$ cat config.mk
export PLATFORM = sky130hd
export DESIGN_NAME = epu_loader
export DESIGN_NICKNAME = d
export VERILOG_FILES = /design/src/rtl/epu_pkg.sv /design/src/rtl/epu_loader.sv
export SDC_FILE = /design/constraint.sdc
export NUM_CORES = 2
export LEC_CHECK = 0
export BUFFER_PORTS_ARGS = -buffer_cell sky130_fd_sc_hd__clkbuf_2
export CAP_MARGIN = 0
export CORE_AREA = 4 4 421 423
export DETAILED_ROUTE_END_ITERATION = 8
export DIE_AREA = 0 0 425 427
export HOLD_SLACK_MARGIN = 0.03
export PLACE_DENSITY = 0.52
export SLEW_MARGIN = 0
export SYNTH_ARGS = -nofsm -noshare
export SYNTH_HDL_FRONTEND = slang
export SYNTH_SLANG_ARGS = --single-unit
$ cat constraint.sdc
create_clock -name clk -period 48.2 [get_ports clk]
set_input_delay 9.64 -clock clk [delete_from_list [all_inputs] [get_ports clk]]
set_output_delay 9.64 -clock clk [all_outputs]
set_load 0.01 [all_outputs]
$ cat src/rtl/epu_pkg.sv
// epu_pkg: shared operand geometry and loader state encoding for the EPU front end.
package epu_pkg;
  localparam int SIG_WORDS = 16;
  localparam int KEY_WORDS = 8;
  localparam int MSG_WORDS = 8;
  localparam int FRAME_WORDS = 32;
  localparam int WORD_W = 32;
  typedef enum logic [1:0] {S_LOAD, S_PRESENT, S_DISCARD} loader_state_e;
endpackage

$ cat src/rtl/epu_loader.sv
// epu_loader: assembles a 32-word frame into signature/key/message and presents it to the EPU,
// dropping malformed frames and counting them in a saturating error counter.
module epu_loader
  import epu_pkg::*;
#(
  parameter int ERR_CNT_W = 8
) (
  input  logic                          clk,
  input  logic                          reset,
  input  logic [WORD_W-1:0]             in_data,
  input  logic                          in_valid,
  input  logic                          in_last,
  output logic                          in_ready,
  output logic [SIG_WORDS*WORD_W-1:0]   signature,
  output logic [KEY_WORDS*WORD_W-1:0]   key,
  output logic [MSG_WORDS*WORD_W-1:0]   message,
  output logic                          epu_valid,
  input  logic                          epu_ready,
  output logic                          frame_err,
  output logic [ERR_CNT_W-1:0]          err_count
);
  loader_state_e                   r_state;
  logic [4:0]                      r_cnt;
  logic [FRAME_WORDS*WORD_W-1:0]   r_ops;
  logic                            r_frame_err;
  logic [ERR_CNT_W-1:0]            r_err_count;
  logic                            w_accept;
  logic                            w_err;
  assign in_ready  = !reset && r_state != S_PRESENT;
  assign w_accept  = in_valid && in_ready;
  // in_last is only legitimate on the final word of a frame being loaded
  assign w_err     = w_accept && in_last && (r_state == S_DISCARD || r_cnt != 5'(FRAME_WORDS - 1));
  assign signature = r_ops[0 +: SIG_WORDS*WORD_W];
  assign key       = r_ops[SIG_WORDS*WORD_W +: KEY_WORDS*WORD_W];
  assign message   = r_ops[(SIG_WORDS+KEY_WORDS)*WORD_W +: MSG_WORDS*WORD_W];
  assign epu_valid = r_state == S_PRESENT;
  assign frame_err = r_frame_err;
  assign err_count = r_err_count;
  always_ff @(posedge clk or posedge reset) begin
    if (reset) begin
      r_state     <= S_LOAD;
      r_cnt       <= '0;
      r_ops       <= '0;
      r_frame_err <= 1'b0;
      r_err_count <= '0;
    end else begin
      r_frame_err <= w_err;
      if (w_err && !(&r_err_count)) r_err_count <= r_err_count + 1'b1;
      case (r_state)
        S_LOAD: if (w_accept) begin
          r_ops[r_cnt*WORD_W +: WORD_W] <= in_data;
          r_cnt <= (in_last || &r_cnt) ? '0 : r_cnt + 1'b1;
          if (&r_cnt) r_state <= in_last ? S_PRESENT : S_DISCARD;
        end
        S_PRESENT: if (epu_ready) r_state <= S_LOAD;
        default: if (w_accept && in_last) r_state <= S_LOAD;
      endcase
    end
  end
endmodule

==> metrics.md <==
| Metric | Value |
|---|---|
| DRC viols | 0 |
| Initial antenna violation count | 12 |
| Fin. Hold Viols | 0 |
| Seq/Total Area, Yosys | 65.0% |
| Critical path fanouts, max | 4 |
| Std-Cell Rows | 153 |
| Slew HR | 23.2% |
| Reg2Reg Setup Slack | 43,170 ps |
| Mapped Cells | 3,880 |
| CP startpoint kind | input port |
| Sink Count | 1,040 |
| Yosys cell types | 41 |
| GRT Overall Usage | 21.2% |
| P per Cell Area | 40.9 nW/um2 |
| Core area | 173,000 um2 |
| Clk root buf | clkbuf_16 |
| Buf/Inv on CP | 2 |
| Final min period | 19,730 ps |
| Die Ht | 427 um |
| Routed Antenna Nets | 0 |
| Hold_buf cts | 0 |
| Total gr overflow | 0 |
| Place WS | 28,480 ps |
| RSZ-0062 raised after global routing | no |
| Synth warnings | 0 |
| Largest net degree at the start of global routing | 132 |
| Fin crit share | 40.9% |
| RR Startpoint | r_cnt[0] |
| Placement Cell Area | 48,000 um2 |
| Cts repair resizes | 0 |
| Worst setup endpoint | in_ready |
| Synth Cell Area | 40,000 um2 |
| Router iterations before antenna repair | 8 |
| Post-DP HPWL | 135 mm |
| Pleak | 24.7 nW |
| CP top delay family | buffers and inverters |
| Hold Path Class | reg -> reg |
| CTS tree | done |
| Worst Setup End Kind | output port |
| Worst-Margin Slew | 1150 ps |
| First-pass GRT wire length | 272 mm |
| Area grow syn2layout | 30.1% |
| Starting Density | 23.1% |
| Vias per inst | 4.74 |
| PnR worst setup slack | 28,470 ps |
| Number of global-route vias before repair | 33,300 |
| Synth top cells by count | 1,242 x nand2_1, 1,040 x dfrtp_1, 470 x o31ai_1 |
| Worst-path clk slew | 60 ps |
| Worst EP arrival | 10,090 ps |
| Synth top area cells | dfrtp_1 65%, nand2_1 12%, o31ai_1 8.8%, o21ai_0 5.9%, clkbuf_1 3.2% |
| CTS Buf Count | 114 |
| CTS Buffer Depth | 3 |
| CP Launch Point | reset |
| Synth top area share | 65.0% |
| Final setup vio count | 0 |
| Worst clock skew | 51.1 ps |
| Slew Limit Fails | 0 |
| Post-route cell area | 52,000 um2 |
| Fmax | 50.7 MHz |
| Placed insts | 7,017 |
| Final wirelength | 199 mm |
| Syn_area_per_cell | 10.3 um2 |
| Full die area | 181,000 um2 |
| Vias | 34,300 |
| Max VDD drop | 0.0000257 V |
| Share of cells above drive strength 1 | 29.2% |
| Asr flop ratio synth | 100% |
| Sequential cell area | 26,000 um2 |
| CP required | 38,560 ps |
| Die X | 425 um |
| Starting DRT DRC Count | 2,887 |
| Leading area contributor after synthesis | dfrtp_1 |
| EDFF count, synth | 0 |
| # H-tree levels | 3 |
| Register bit total from synthesis | 1,040 |
| Top-count cell post-synth | nand2_1 |
| Cell mode on critical path | clkbuf_2 |
| Status | completed |
| Skew-Pair Late Insertion Delay | 770 ps |
| Setup CP Type | in -> out |
| Routability cong. | 0.856 |
| Crit-path cells | clkbuf_2 -> nor2_1 -> clkbuf_2 |
| Post-CTS setup buffers | 0 |
| Layout Cells excl Fill | 7,247 |
| Average wire per standard cell | 27.4 um |
| Slowest CP cell | clkbuf_2 |
| Max-cap violations | 0 |
| Setup_tns | 0 ps |
| Critical Path Stages | 3 |
| Port buffer count | 1,071 |
| Area of the multi-input gates | 12,900 um2 |
| Max incr delay on CP | 150 ps |
| Syn nets | 3,922 |
| FILL cells | 18,400 |
| Post-synth top flop | dfrtp_1 |
| R2r worst-path depth | 11 |
| Reg2Reg Capture Point | r_ops[1006] |
| Fin nets | 4,850 |
| Io pins | 1,072 |
## worst register-to-register path: stages (launching register included)
cell and delay, ps:
dfrtp_1 730, inv_1 160, ha_1 390, xor2_4 270, buf_4 590, buf_4 900, nand2_2 720, buf_4 480
nor2_1 160, buf_4 260, nand2_1 80, o21ai_0 180
## power by group
group	internal, mW	switching, mW	total, mW
logic	0.0429	0.244	0.287
clock network	0.545	0.395	0.940
registers	0.891	0.0129	0.904
total	1.48	0.652	2.13
## how the worst min path moves through the flow
stage,startpoint,endpoint,slack [ps],cells past startpoint
6_report,r_ops[507],r_ops[507],470,2
5_1_grt,r_ops[395],r_ops[395],500,2
4_1_cts,r_ops[996],r_ops[996],470,2
3_5_place_dp,r_ops[310],r_ops[310],460,2
3_3_place_gp,r_ops[382],r_ops[382],460,2
2_1_floorplan,r_state[0],r_state[0],500,1
## cell usage in the layout (no fill, tap or decap), drive strengths merged, types with 2 or more instances in the layout
cell type  count
xnor2          4
clkbuf      1237
inv           13
o41ai         87
clkinv        30
nand3        109
nand2b         5
buf           93
xor2           5
bufinv        11
nor2          23
o31ai        470
and2          14
nor3b          2
nor2b          4
clkinvlp       5
o21ai        472
diode         13
a21o           6
nor3          11
dfrtp       1040
nand2       1242
nand4          6
ha             5
## layer usage
| metal | vias to the layer above | track usage, % | share of wire (%) |
|---|---|---|---|
| li1 | 15300 | - | - |
| met3 | 348 | 5.09 | 7.5 |
| met4 | 2 | 9.28 | 4.8 |
| met5 | - | 0 | 0.0050 |
| met1 | 17300 | 25.4 | 39 |
| met2 | 1348 | 36.1 | 49 |
## kinds of logic after synthesis
kind of cell	count (synthesis)	synth area share (%)
and+or+nand+nor	1421	14.2
muxes	2	0.0532
DFF	1040	65.0
adders and majority gates	6	0.181
AOI/OAI and AO/OA	1042	16.9
xor gates and xnor gates	9	0.197
buffers and inverters	360	3.41
## sequential cells by signal, summed over array words and instances (netlist names)
signal and flops:
r_ops 1024, r_cnt 5, err_count 8, r_state 2, frame_err 1
## per-stage QoR
| step | utilization [%] | total power, mW | hold slack [ps] |
|---|---|---|---|
| global placement | 27.7 | 1.21 | 457 |
| floorplan | - | 1.05 | 502 |
| detailed placement | 27.7 | 1.21 | 461 |
| global route | 30.0 | 2.21 | 496 |
| finish | 30.0 | 2.13 | 472 |
| CTS | 30.0 | 2.16 | 475 |
## cell type report
cell class	instances	share of cell area (%)
timing repair buffer	1164	11.6
tap	2325	5.59
clock inverter	51	1.29
antenna	13	0.0625
inverter	8	0.0721
clock buffer	166	6.45
sequential	1040	50.0
multi-input combinational	2480	24.9
(Power assumes the default switching activity.)
